### src/rtl/serial_transmitter.sv
// serial_transmitter: framed parallel-in serial-out transmitter (start, data, optional even parity, stop).
module serial_transmitter #(
  parameter int WIDTH     = 8,
  parameter int DIV       = 4,
  parameter int PARITY_EN = 1
) (
  input  logic             clock,
  input  logic             reset,
  input  logic [WIDTH-1:0] data,
  input  logic             valid,
  input  logic             left,
  output logic             ready,
  output logic             serial,
  output logic             busy,
  output logic             done
);
  localparam int DW = (DIV > 1) ? $clog2(DIV) : 1;
  localparam int BW = $clog2(WIDTH);
  typedef enum logic [2:0] {IDLE, START, DATA, PARITY, STOP} state_t;
  state_t           state_q, state_d;
  logic [DW-1:0]    div_q, div_d;
  logic [BW-1:0]    bit_q, bit_d;
  logic [WIDTH-1:0] sh_q, sh_d;
  logic             left_q, left_d, par_q, par_d, serial_d, tick, last_bit;
  assign ready    = (state_q == IDLE);
  assign tick     = (div_q == DW'(DIV - 1));
  assign last_bit = (bit_q == BW'(WIDTH - 1));
  always_comb begin
    state_d = state_q;
    div_d   = (state_q == IDLE || tick) ? '0 : div_q + 1'b1;
    bit_d   = bit_q;
    sh_d    = sh_q;
    left_d  = left_q;
    par_d   = par_q;
    case (state_q)
      IDLE: if (valid) begin
        state_d = START;
        sh_d    = data;
        left_d  = left;
        par_d   = ^data;
      end
      START: if (tick) begin
        state_d = DATA;
        bit_d   = '0;
      end
      DATA: if (tick) begin
        if (last_bit) state_d = (PARITY_EN != 0) ? PARITY : STOP;
        else begin
          bit_d = bit_q + 1'b1;
          sh_d  = left_q ? sh_q << 1 : sh_q >> 1;
        end
      end
      PARITY: if (tick) state_d = STOP;
      default: if (tick) state_d = IDLE;
    endcase
    // serial is registered, so it is derived from the state being entered
    serial_d = (state_d == START) ? 1'b0 :
               (state_d == DATA) ? (left_d ? sh_d[WIDTH-1] : sh_d[0]) :
               (state_d == PARITY) ? par_d : 1'b1;
  end
  always_ff @(posedge clock) begin
    if (reset) begin
      state_q <= IDLE;
      div_q   <= '0;
      bit_q   <= '0;
      sh_q    <= '0;
      left_q  <= 1'b0;
      par_q   <= 1'b0;
      serial  <= 1'b1;
      busy    <= 1'b0;
      done    <= 1'b0;
    end else begin
      state_q <= state_d;
      div_q   <= div_d;
      bit_q   <= bit_d;
      sh_q    <= sh_d;
      left_q  <= left_d;
      par_q   <= par_d;
      serial  <= serial_d;
      busy    <= (state_d != IDLE);
      done    <= (state_q == STOP) && tick;
    end
  end
endmodule

### config.mk
export PLATFORM = sky130hd
export DESIGN_NAME = serial_transmitter
export DESIGN_NICKNAME = d
export VERILOG_FILES = /design/src/rtl/serial_transmitter.sv
export SDC_FILE = /design/constraint.sdc
export NUM_CORES = 1
export LEC_CHECK = 0
export BUFFER_PORTS_ARGS = -buffer_cell sky130_fd_sc_hd__buf_2
export CORE_ASPECT_RATIO = 1.4
export CORE_MARGIN = 2
export CORE_UTILIZATION = 50
export DETAILED_ROUTE_END_ITERATION = 10
export GPL_TIMING_DRIVEN = 0
export PLACE_DENSITY_LB_ADDON = 0.15
export SLEW_MARGIN = 20
export SYNTH_ARGS = -nofsm -noshare
export SYNTH_HDL_FRONTEND = slang
export SYNTH_SLANG_ARGS = --single-unit
export TNS_END_PERCENT = 10
### constraint.sdc
create_clock -name clock -period 1.6 [get_ports clock]
set_input_delay 0.08 -clock clock [delete_from_list [all_inputs] [get_ports clock]]
set_output_delay 0.08 -clock clock [all_outputs]
set_load 0.03 [all_outputs]
Word level (Yosys, flattened, before mapping)
Index checks and enable logic that the tools add are counted.

word-level totals
  bits in registers = 21
  latch bits = 0
  bits in writable memories = 0
  bits in read-only memories = 0
  input bits = 12
  output and inout port bits = 4
  word-level logic and storage cells = 59
  memories kept = 0

operators by class
  add/subtract/negate cells = 2
  multipliers = 0
  divide/modulo/power cells = 0
  $lt $le $gt $ge = 0
  equal/unequal tests = 13
  shift operators = 0
  muxes and demuxes = 24
  bitwise operators = 0
  reductions and logical operators = 10

operators by type and width
  operator                                              number
  two-way mux 8 bit                                     4
  two-way mux 3 bit                                     9
  case mux 8 bit (2 select lines)                       1
  equality test 3 x 2 -> 1 bit (second input constant)  4
  case mux 3 bit (4 select lines)                       1
  two-way mux 1 bit                                     8
  inequality test 2 bit (second input constant)         4
  AND reduction 4 bit                                   2
  XOR reduction 8 bit                                   1
  equality test 3 x 1 -> 1 bit (second input constant)  2
  equality test 3 bit (second input constant)           2
  case mux 3 bit (2 select lines)                       1
  nonzero test 2 bit                                    2
  adder 3 x 1 -> 3 bit (second input constant)          1
  logical NOT 3 bit                                     1
  nonzero test 3 bit                                    1
  adder 2 x 1 -> 2 bit (second input constant)          1
  equality test 2 bit (second input constant)           1
  OR reduction 2 bit                                    1
  logical AND 1 bit                                     1
  logical OR 1 bit                                      1

Logic depth before layout (Yosys ltp)
Gate-level depths: netlist (run 1).

  depth in word-level cells = 8
  depth in mapped cells = 7

Least setup slack after synthesis (run 1)
No wires, ideal clock.

  kind = register to register
  start point = register state_q[1]
  end point = register busy
  library setup time = 0.189 ns
  arrival time = 1.517 ns
  required time = 1.411 ns
  path slack = -0.105 ns
  cell stages (with the launch flop) = 4
  cells stage by stage = dfxtp_1 > buf_2 > nor3_1 > a221oi_1

on the way
  elaborated cells between the ends (all ways) = 12

RTL lines
  element                          line  text
  start, declared                  20    state_t state_q, state_d;
  start signal, assigned           73    state_q <= state_d;
  logical NOT 3 bit                --
  net ready                        12    output logic ready,
  case mux 3 bit (4 select lines)  35    case (state_q)
  nonzero test 3 bit               80    busy <= (state_d != IDLE);
  end signal, assigned             80
  end, declared                    14    output logic busy,

The timed path passes the listed nets, and every way through them passes these cells.
A chain may end at the register's enable or synchronous reset.

Worst setup path after layout (run 1)
  start point = register bit_q[1]
  end point = register serial

on the way
  cells in the longest elaborated chain, start to end = 8
  elaborated cells between the ends (all ways) = 14

ends and longest elaborated chain
  element                          line  text
  start, declared                  22    logic [BW-1:0] bit_q, bit_d;
  start signal, assigned           75    bit_q <= bit_d;
  equality test 3 bit *            27    assign last_bit = (bit_q == BW'(WIDTH - 1));
  two-way mux 3 bit                47    if (last_bit) state_d = (PARITY_EN != 0) ? PARITY : STOP;
  two-way mux 3 bit                46    DATA: if (tick) begin
  case mux 3 bit (4 select lines)  35
  equality test 3 x 2 -> 1 bit     59    (state_d == PARITY) ? par_d : 1'b1;
  two-way mux 1 bit                59
  two-way mux 1 bit                58    (state_d == DATA) ? (left_d ? sh_d[WIDTH-1] : sh_d[0]) :
  two-way mux 1 bit *              57    serial_d = (state_d == START) ? 1'b0 :
  end signal, assigned             79    serial <= serial_d;
  end, declared                    13    output logic serial,

Every way passes the cells marked *; elsewhere a longest branch is shown, timed or not. The select of a mux whose other input is x is not followed.

==> run_results.csv, run 1 <==
group,metric,value,unit
status,outcome,"finished with violations",
status,failed_checks,"negative setup slack",
routing,vias_per_cell,5.91,
synth,synth_fp_nets,139,
setup_path,start_kind,"flop",
setup_path,cp_max_fo,4,
synth,synth.most_common_cell,"dfxtp_1",
grt,grt_usage,22.5,%
min_path,hold_path.class,"primary input to flop",
synth,ys_top_cells_by_count,"dfxtp_1 (21), nand2_1 (11), nor2_1 (10)",
layout,n_antenna_cell,0,
timing,finalSetupTns,-0.206,ns
grt,overflow,0,
routing,drtIter0Drc,21,
floorplan,initial_core_util,52.5,%
layout,fill_cells,185,
setup_path,regToRegEndpoint,"serial",
power,peakVddDrop,465,µV
synth,synth_seq_cells,21,
timing,fin_ws,-0.126,ns
routing,detail-route-antenna-nets,0,
setup_path,crit_slowest_cell,"dfxtp_2",
setup_path,reg2regPathDepth,7,
setup_path,timing.rr.start,"bit_q[1]",
placement,dpl_worst_slack,-0.271,ns
clock_tree,cts_tree,"built",
floorplan,die-area,0.00269,mm²
timing,slew_violations,0,
setup_path,endpoint_kind,"flop",
synth,synth_warnings,0,
synth,synth_top_cell_by_area,"dfxtp_1",
timing,fmax,0.579,GHz
setup_path,cp_common_cell,"ha_4",
floorplan,core,0.00218,mm²
synth,syn_inst,124,
timing,min_period_over_period,108,%
timing,setup_viol,7,
setup_path,worstPathCellList,"ha_4 > ha_4 > nor4b_4 > buf_4 > a211oi_2 > nor4bb_4 > o31ai_2",
synth,ys_types,38,
synth,synth_ff_type,"dfxtp_1",
timing,rsz0062_at_grt,"true",
min_path,hold_end,"left_q",
routing,first_pass_iters,4,
floorplan,die_x,44.4,µm
timing,slew_headroom,69.0,%
layout,final_layout_size_suffix_gt1_share,38.5,%
layout,syn2layout_area_growth,22.5,%
synth,synth_area,0.00114,mm²
grt,first_global_vias,1017,
clock_tree,numCtsBuffers,3,
placement,portBuffers,15,
clock_tree,path_clk_slew,0.12,ns
power,powerDensity,744,mW/mm²
clock_tree,cts.sinks,21,
routing,routed_wl,2670,µm
synth,ys_seq_area_share,36.8,%
timing,hold_violations,0,
job,cap_violations,0,
routing,via_count,1004,
setup_path,critPathKind,"flop to flop",
clock_tree,clk_latency,0.31,ns
placement,routabilityCongestion,0.788,
setup_path,worstPathRequired,1.81,ns
min_path,hold_path_depth,3,
routing,wire_per_inst,15.7,µm
min_path,min_from,"left",
clock_tree,htree_levels,1,
floorplan,die_y,60.6,µm
power,power,0.00104,W
synth,synth_async_sr_flop_share,0,%
setup_path,rrSetupSlack,-0.13,ns
timing,fin_skew,0.00786,ns
grt,grt_pass1_wl,4440,µm
setup_path,critPathTopFamily,"simple AND/OR/NAND/NOR gates",
timing,tightest_slew,0.464,ns
routing,route.detailed.drc,0,
synth,postSynthAreaPerCell,9.22,µm²
timing,period_minus_slack,1.73,ns
synth,synth-edff-count,0,
synth,synthTopCellsByArea,"dfxtp_1 (37%), xnor2_1 (5.4%), mux2_2 (4.9%)",
floorplan,num_rows,20,
setup_path,crit_buf_inv,1,
grt,antenna_found_initial,0,
power,leakage,0.571,nW
synth,yosys.area.top_type_share,36.8,%
clock_tree,cts_root_buf,"clkbuf_4",
timing,hold_slack,0.0639,ns
setup_path,slowest_delay,0.36,ns
placement,post-dp-hpwl,1840,µm
setup_path,cp.arrival,1.93,ns
grt,grt_max_degree,12,
clock_tree,cts_buffer_depth,2,
layout,fin_nets,164,
floorplan,pin_count,16,
==> stage by stage <==
step | util [%] | instance area (µm²) | instances
floorplan | - | 1150 | 124
global placement | 57.5 | 1250 | 161
detailed placement | 57.5 | 1250 | 161
CTS | 63.9 | 1390 | 171
global route | 64.4 | 1400 | 170
finish | 64.4 | 1400 | 170
==> area by class of cell <==
cell class / instances / area [µm²] / share of cell area, %
Sequential cell: 21 / 424 / 30.3
Timing Repair Buffer: 22 / 128 / 9.11
Clock buffer: 4 / 26.3 / 1.88
Buffer: 7 / 40.0 / 2.86
Tap cell: 22 / 27.5 / 1.96
Inverter: 3 / 11.3 / 0.804
Multi-Input combinational cell: 91 / 744 / 53.1
==> layout by cell type, fill, tap and decap left out, drive strengths merged, types with 5 or more instances in the layout <==
cell type	netlist	final
buf	6	26
dfxtp	21	21
nand2	11	11
nor2	10	10
a21oi	9	9
xnor2	7	7
clkbuf	3	7
a22oi	6	6
nor2b	5	5
mux2	5	5
==> worst max-delay path by stage <==
| stage | from | endpoint | slack, ns | cells after the start |
|---|---|---|---|---|
| after floorplan | bit_q[0] | serial | -0.1 | 6 |
| after global placement | bit_q[0] | serial | -0.26 | 6 |
| after detailed placement | bit_q[0] | serial | -0.27 | 6 |
| after CTS | bit_q[0] | serial | -0.16 | 7 |
| after global routing | state_q[0] | serial | -0.20 | 4 |
| final | bit_q[1] | serial | -0.13 | 7 |
==> worst min-delay path, delay by kind of cell <==
kind                   cells  cell delay, ns
AND/OR/NAND/NOR            1            0.10
multiplexers               1            0.09
buffers and inverters      1            0.08
==> what timing repair did <==
action / CTS / global route
pin swaps: 7 / 6
gates resized for setup: 16 / 9
buffers inserted: 6 / 1
hold buffers: 0 / 0
setup endpoints to repair: 13 / 12
==> cell families after synthesis <==
kind of cell,share of synthesized area (%)
AOI/OAI and AO/OA,18.1
xor gates and xnor gates,5.36
adders and majority gates,3.28
buffers and inverters,5.36
DFF,36.8
muxes,8.42
and+or+nand+nor,22.8
==> power by group <==
part           switching [W]  internal (W)
clock               0.000165     0.0000976
sequential         0.0000218      0.000550
combinational       0.000107      0.000101
total               0.000293      0.000749
==> flip-flops by register name, indices dropped and copies added, names as in the netlist <==
signal   flops
bit_q        3
sh_q         8
div_q        2
busy         1
state_q      3
par_q        1
serial       1
left_q       1
done         1
==> metal layers <==
layer	GRT usage (%)	vias up	wire length, µm
met5	0	-	0
met4	14.7	0	97
met3	2.38	9	100
met2	41.0	31	1450
met1	24.2	470	1020
li1	-	494	-
No activity file was read; power rests on OpenSTA's default activity.
==> run 2, diff against run 1 <==
- BUFFER_PORTS_ARGS: -buffer_cell sky130_fd_sc_hd__buf_2 -> unset
- CORE_UTILIZATION: 50 -> 55
- DONT_BUFFER_PORTS: unset -> 1
- REMOVE_ABC_BUFFERS: unset -> 1
==> run_results.csv, run 2 (synthesis results as in run 1) <==
group,metric,value,unit
status,outcome,"finished with violations",
status,failed_checks,"negative setup slack",
min_path,hold_path.class,"primary input to flop",
setup_path,cp.arrival,1.89,ns
setup_path,start_kind,"flop",
layout,final_layout_size_suffix_gt1_share,28.7,%
timing,tightest_slew,0.783,ns
floorplan,pin_count,16,
routing,via_count,959,
layout,largest_register_ffs,8,
power,power,0.00103,W
power,leakage,0.538,nW
power,power.internal,0.000741,W
power,powerDensity,716,mW/mm²
timing,fin_ws,-0.0916,ns
clock_tree,htree_levels,1,
clock_tree,cts_root_buf,"clkbuf_4",
power,p_sw_share,27.8,%
placement,dpl_worst_slack,-0.547,ns
clock_tree,clk_latency,0.31,ns
grt,grt_pass1_wl,3910,µm
power,p_seq_share,56.8,%
floorplan,num_rows,19,
layout,top_regs,"sh_q: 8 flops, bit_q: 3 flops, state_q: 3 flops",
timing,rsz0062_at_grt,"true",
grt,antenna_found_initial,0,
setup_path,critPathTopFamily,"simple AND/OR/NAND/NOR gates",
setup_path,slowest_delay,0.35,ns
setup_path,crit_buf_inv,1,
setup_path,critPathKind,"flop to flop",
routing,route.detailed.drc,0,
routing,drtIter0Drc,15,
grt,grt_max_degree,22,
floorplan,die_y,58.0,µm
placement,routabilityCongestion,0.737,
routing,detail-route-antenna-nets,0,
setup_path,cp_common_cell,"ha_4",
timing,fmax,0.591,GHz
job,cap_violations,0,
power,peakVddDrop,516,µV
placement,post-dp-hpwl,1560,µm
timing,setup_viol,8,
clock_tree,cts.sinks,21,
floorplan,initial_core_util,58.0,%
layout,regMostFlops,"sh_q",
floorplan,die-area,0.00247,mm²
timing,slew_headroom,47.7,%
setup_path,worstPathRequired,1.80,ns
layout,syn2layout_area_growth,25.4,%
setup_path,endpoint_kind,"flop",
power,p_comb_share,18.1,%
layout,final_common_cell,"dfxtp_1",
power,p_switching,0.000286,W
setup_path,worstPathCellList,"ha_4 > ha_4 > nor4b_4 > buf_6 > a211oi_2 > nor4bb_4 > o31ai_2",
routing,vias_per_cell,6.11,
grt,grt_usage,20.5,%
timing,period_minus_slack,1.69,ns
floorplan,die_x,42.5,µm
clock_tree,cts_tree,"built",
routing,wire_per_inst,16.3,µm
clock_tree,numCtsBuffers,3,
floorplan,core,0.00197,mm²
clock_tree,path_clk_slew,0.12,ns
setup_path,crit_slowest_cell,"dfxtp_2",
clock_tree,cts_buffer_depth,2,
power,p_clk_share,25.1,%
layout,fill_cells,138,
setup_path,cp_max_fo,6,
layout,n_antenna_cell,0,
routing,first_pass_iters,4,
timing,slew_violations,0,
timing,hold_violations,0,
grt,first_global_vias,929,
timing,min_period_over_period,106,%
layout,final_cell_mix,"dfxtp_1 (16), nand2_1 (11), nor2_1 (10), dlygate4sd3_1 (10), a21oi_1 (8)",
layout,fin_nets,152,
placement,portBuffers,0,
timing,fin_skew,0.00648,ns
grt,overflow,0,
routing,routed_wl,2550,µm
run 2: changes by cell type in the layout (fill, tap and decap cells not counted), sizes merged:
| cell | change |
|---|---|
| clkinv | +1 |
| dlygate4sd3 | +10 |
| clkbuf | -4 |
| buf | -19 |
run 2: power groups by stage:
stage	logic (W)	registers [W]	clock network, W
6_report	0.000185	0.000583	0.000258
5_1_grt	0.000200	0.000587	0.000283
4_1_cts	0.000162	0.000583	0.000263
2_1_floorplan	0.000115	0.000588	0
3_5_place_dp	0.000131	0.000595	0
3_3_place_gp	0.000127	0.000594	0
run 2: layer usage:
layer | vias up | wire length [µm] | global-route usage [%]
li1 | 467 | - | -
met2 | 34 | 1380 | 38.9
met4 | 0 | 61 | 8.48
met1 | 452 | 995 | 22.0
met5 | - | 0 | 0
met3 | 6 | 116 | 3.12
run 2: worst register-to-register path, delay by kind of cell, from the launching register on:
family,cells,cell delay (ns)
buffers and inverters,1,0.16
DFF,1,0.35
and+or+nand+nor,2,0.57
AOI/OAI and AO/OA,2,0.17
adders and majority gates,2,0.33
run 2: path summary, 6_finish.rpt:
check | to | cells past startpoint | slack, ns | startpoint
setup reg to reg | serial | 7 | -0.09 | bit_q[0]
setup / recovery | serial | 7 | -0.09 | bit_q[0]
hold reg to reg | sh_q[6] | 2 | 0.48 | sh_q[6]
hold / removal | sh_q[7] | 4 | 0.16 | data[7]
run 2: cell type report:
cell class / instances / area [µm²] / share of cell area (%)
clock buffer: 3 / 22.5 / 1.57
clock inverter: 1 / 5.00 / 0.349
inverter: 3 / 11.3 / 0.785
multi-input combinational: 91 / 776 / 54.1
sequential: 21 / 429 / 29.9
tap: 21 / 26.3 / 1.83
timing repair buffer: 17 / 164 / 11.4
run 2: what timing repair did:
action	in CTS	in global routing
hold buffers	10	0
hold endpoints to repair	21	0
buffers inserted	1	6
endpoints found under the setup margin	18	13
pin swaps	2	7
gates resized for setup	4	25
run 2: through the flow:
| step | hold slack [ns] | cells | TNS (ns) | area [µm²] | util [%] |
|---|---|---|---|---|---|
| detailed placement | 0.153 | 136 | -3.49 | 1120 | 56.8 |
| floorplan | 0.149 | 115 | -0.325 | 1090 | - |
| global route | 0.172 | 157 | -0.872 | 1430 | 72.7 |
| CTS | 0.0431 | 151 | -1.64 | 1260 | 64.0 |
| global placement | 0.152 | 136 | -2.64 | 1120 | 56.8 |
| finish | 0.163 | 157 | -0.211 | 1430 | 72.7 |
==> run 3, diff against run 2 <==
- SETUP_SLACK_MARGIN: unset -> 0.2
==> run_results.csv, run 3 (synthesis results as in run 1) <==
group,metric,value,unit
layout,fin_nets,155,
layout,top_regs,"sh_q: 8 flops, bit_q: 3 flops, state_q: 3 flops",
layout,largest_register_ffs,8,
routing,route.detailed.drc,0,
floorplan,num_rows,19,
placement,dpl_cell_area,0.00112,mm²
clock_tree,numCtsBuffers,3,
power,powerDensity,710,mW/mm²
setup_path,cp.arrival,1.88,ns
timing,hold_slack,0.0627,ns
grt,grt_usage,23.2,%
floorplan,die-area,0.00247,mm²
layout,final_layout_size_suffix_gt1_share,31.7,%
setup_path,endpoint_kind,"flop",
grt,antenna_found_initial,0,
clock_tree,cts_buffer_depth,2,
placement,post-dp-hpwl,1560,µm
timing,hold_violations,0,
timing,slew_headroom,47.6,%
layout,syn2layout_area_growth,26.3,%
power,power,0.00103,W
floorplan,core,0.00197,mm²
setup_path,critPathKind,"flop to flop",
grt,overflow,0,
grt,use_met3,2.49,%
clock_tree,cts.sinks,21,
timing,fin_skew,0.0102,ns
placement,dp_cells,136,
clock_tree,path_clk_slew,0.12,ns
timing,fmax,0.607,GHz
routing,first_pass_iters,4,
routing,detail-route-antenna-nets,0,
layout,fin_cells,160,
routing,wire_per_inst,16.3,µm
layout,fill_cells,144,
setup_path,worstPathRequired,1.83,ns
clock_tree,cts_tree,"built",
timing,min_period_over_period,103,%
routing,via_count,967,
status,outcome,"finished with violations",
clock_tree,cts_root_buf,"clkbuf_4",
timing,slew_violations,0,
grt,grt_max_degree,22,
layout,multi_input_area,776,µm²
layout,final_common_cell,"dfxtp_1",
setup_path,start_kind,"flop",
routing,routed_wl,2610,µm
floorplan,die_y,58.0,µm
floorplan,pin_count,16,
clock_tree,htree_levels,1,
grt,grt_pass1_wl,4320,µm
min_path,hold_path.class,"primary input to flop",
layout,final_cell_area,0.00144,mm²
clock_tree,clk_latency,0.30,ns
floorplan,initial_core_util,58.0,%
setup_path,cp_max_fo,6,
status,failed_checks,"negative setup slack",
grt,gr-usage-met2,44.6,%
job,cap_violations,0,
timing,period_minus_slack,1.65,ns
layout,final_cell_mix,"dfxtp_1 (16), nand2_1 (11), nor2_1 (10), buf_4 (10), dlygate4sd3_1 (9)",
layout,n_antenna_cell,0,
floorplan,die_x,42.5,µm
grt,top_usage_layer,"met2",
routing,drtIter0Drc,30,
grt,first_global_vias,984,
power,leakage,0.551,nW
timing,setup_viol,1,
layout,regMostFlops,"sh_q",
timing,rsz0062_at_grt,"true",
timing,tightest_slew,0.784,ns
grt,met1_usage,25.8,%
routing,vias_per_cell,6.04,
timing,fin_ws,-0.0472,ns
placement,portBuffers,0,
layout,seq_area,427,µm²
placement,routabilityCongestion,0.737,
power,peakVddDrop,564,µV
-- run 3: final cells by class --
type                    instances  share of cell area [%]
multi-input cells              91                    53.7
flip-flops and latches         21                    29.5
repair buffers                 20                    12.2
well taps                      21                    1.82
clock buffers                   3                    1.56
inverters                       3                   0.780
clock inverters                 1                   0.347
-- run 3: path summary, 6_finish.rpt --
path / from / end / slack [ns] / cells past startpoint
worst max register to register: bit_q[1] / serial / -0.05 / 8
worst min register to register: sh_q[6] / sh_q[6] / 0.48 / 2
worst max-delay path: bit_q[1] / serial / -0.05 / 8
worst min-delay path: left / left_q / 0.06 / 3
-- run 3: what timing repair did --
item / CTS / global route
setup endpoints to repair: 20 / 17
hold endpoints to repair: 21 / 0
hold buffers: 9 / 0
pin swaps: 11 / 6
resized for setup: 26 / 2
buffers inserted: 11 / 0
-- run 3: report_power, final --
group          internal (W)  switching (W)  total, W  leakage, nW
sequential         0.000550      0.0000369  0.000587        0.174
clock             0.0000931       0.000162  0.000255       0.0177
combinational     0.0000988      0.0000847  0.000184        0.359
total              0.000742       0.000284   0.00103        0.551
-- run 3: metrics by stage --
| step | setup slack, ns | setup TNS, ns | utilization, % |
|---|---|---|---|
| 2_1_floorplan | -0.193 | -0.325 | - |
| 3_3_place_gp | -0.496 | -2.64 | 56.8 |
| 3_5_place_dp | -0.547 | -3.49 | 56.8 |
| 4_1_cts | -0.0554 | -0.0554 | 72.9 |
| 5_1_grt | -0.123 | -0.485 | 73.2 |
| 6_report | -0.0472 | -0.0472 | 73.2 |
-- run 3: routing by layer --
layer  wire [µm]  part of all wire, %
met2        1440                   55
met3          94                  3.6
met1        1060                   40
met4          17                 0.65
met5           0                    0
-- run 3: worst max-delay path: stages (launching register included) --
cell and delay, ns:
dfxtp_2 0.37, ha_4 0.14, ha_4 0.14, nor4b_4 0.04, buf_4 0.17, buf_4 0.14
a211oi_4 0.27, nor4_2 0.08, o31ai_2 0.23
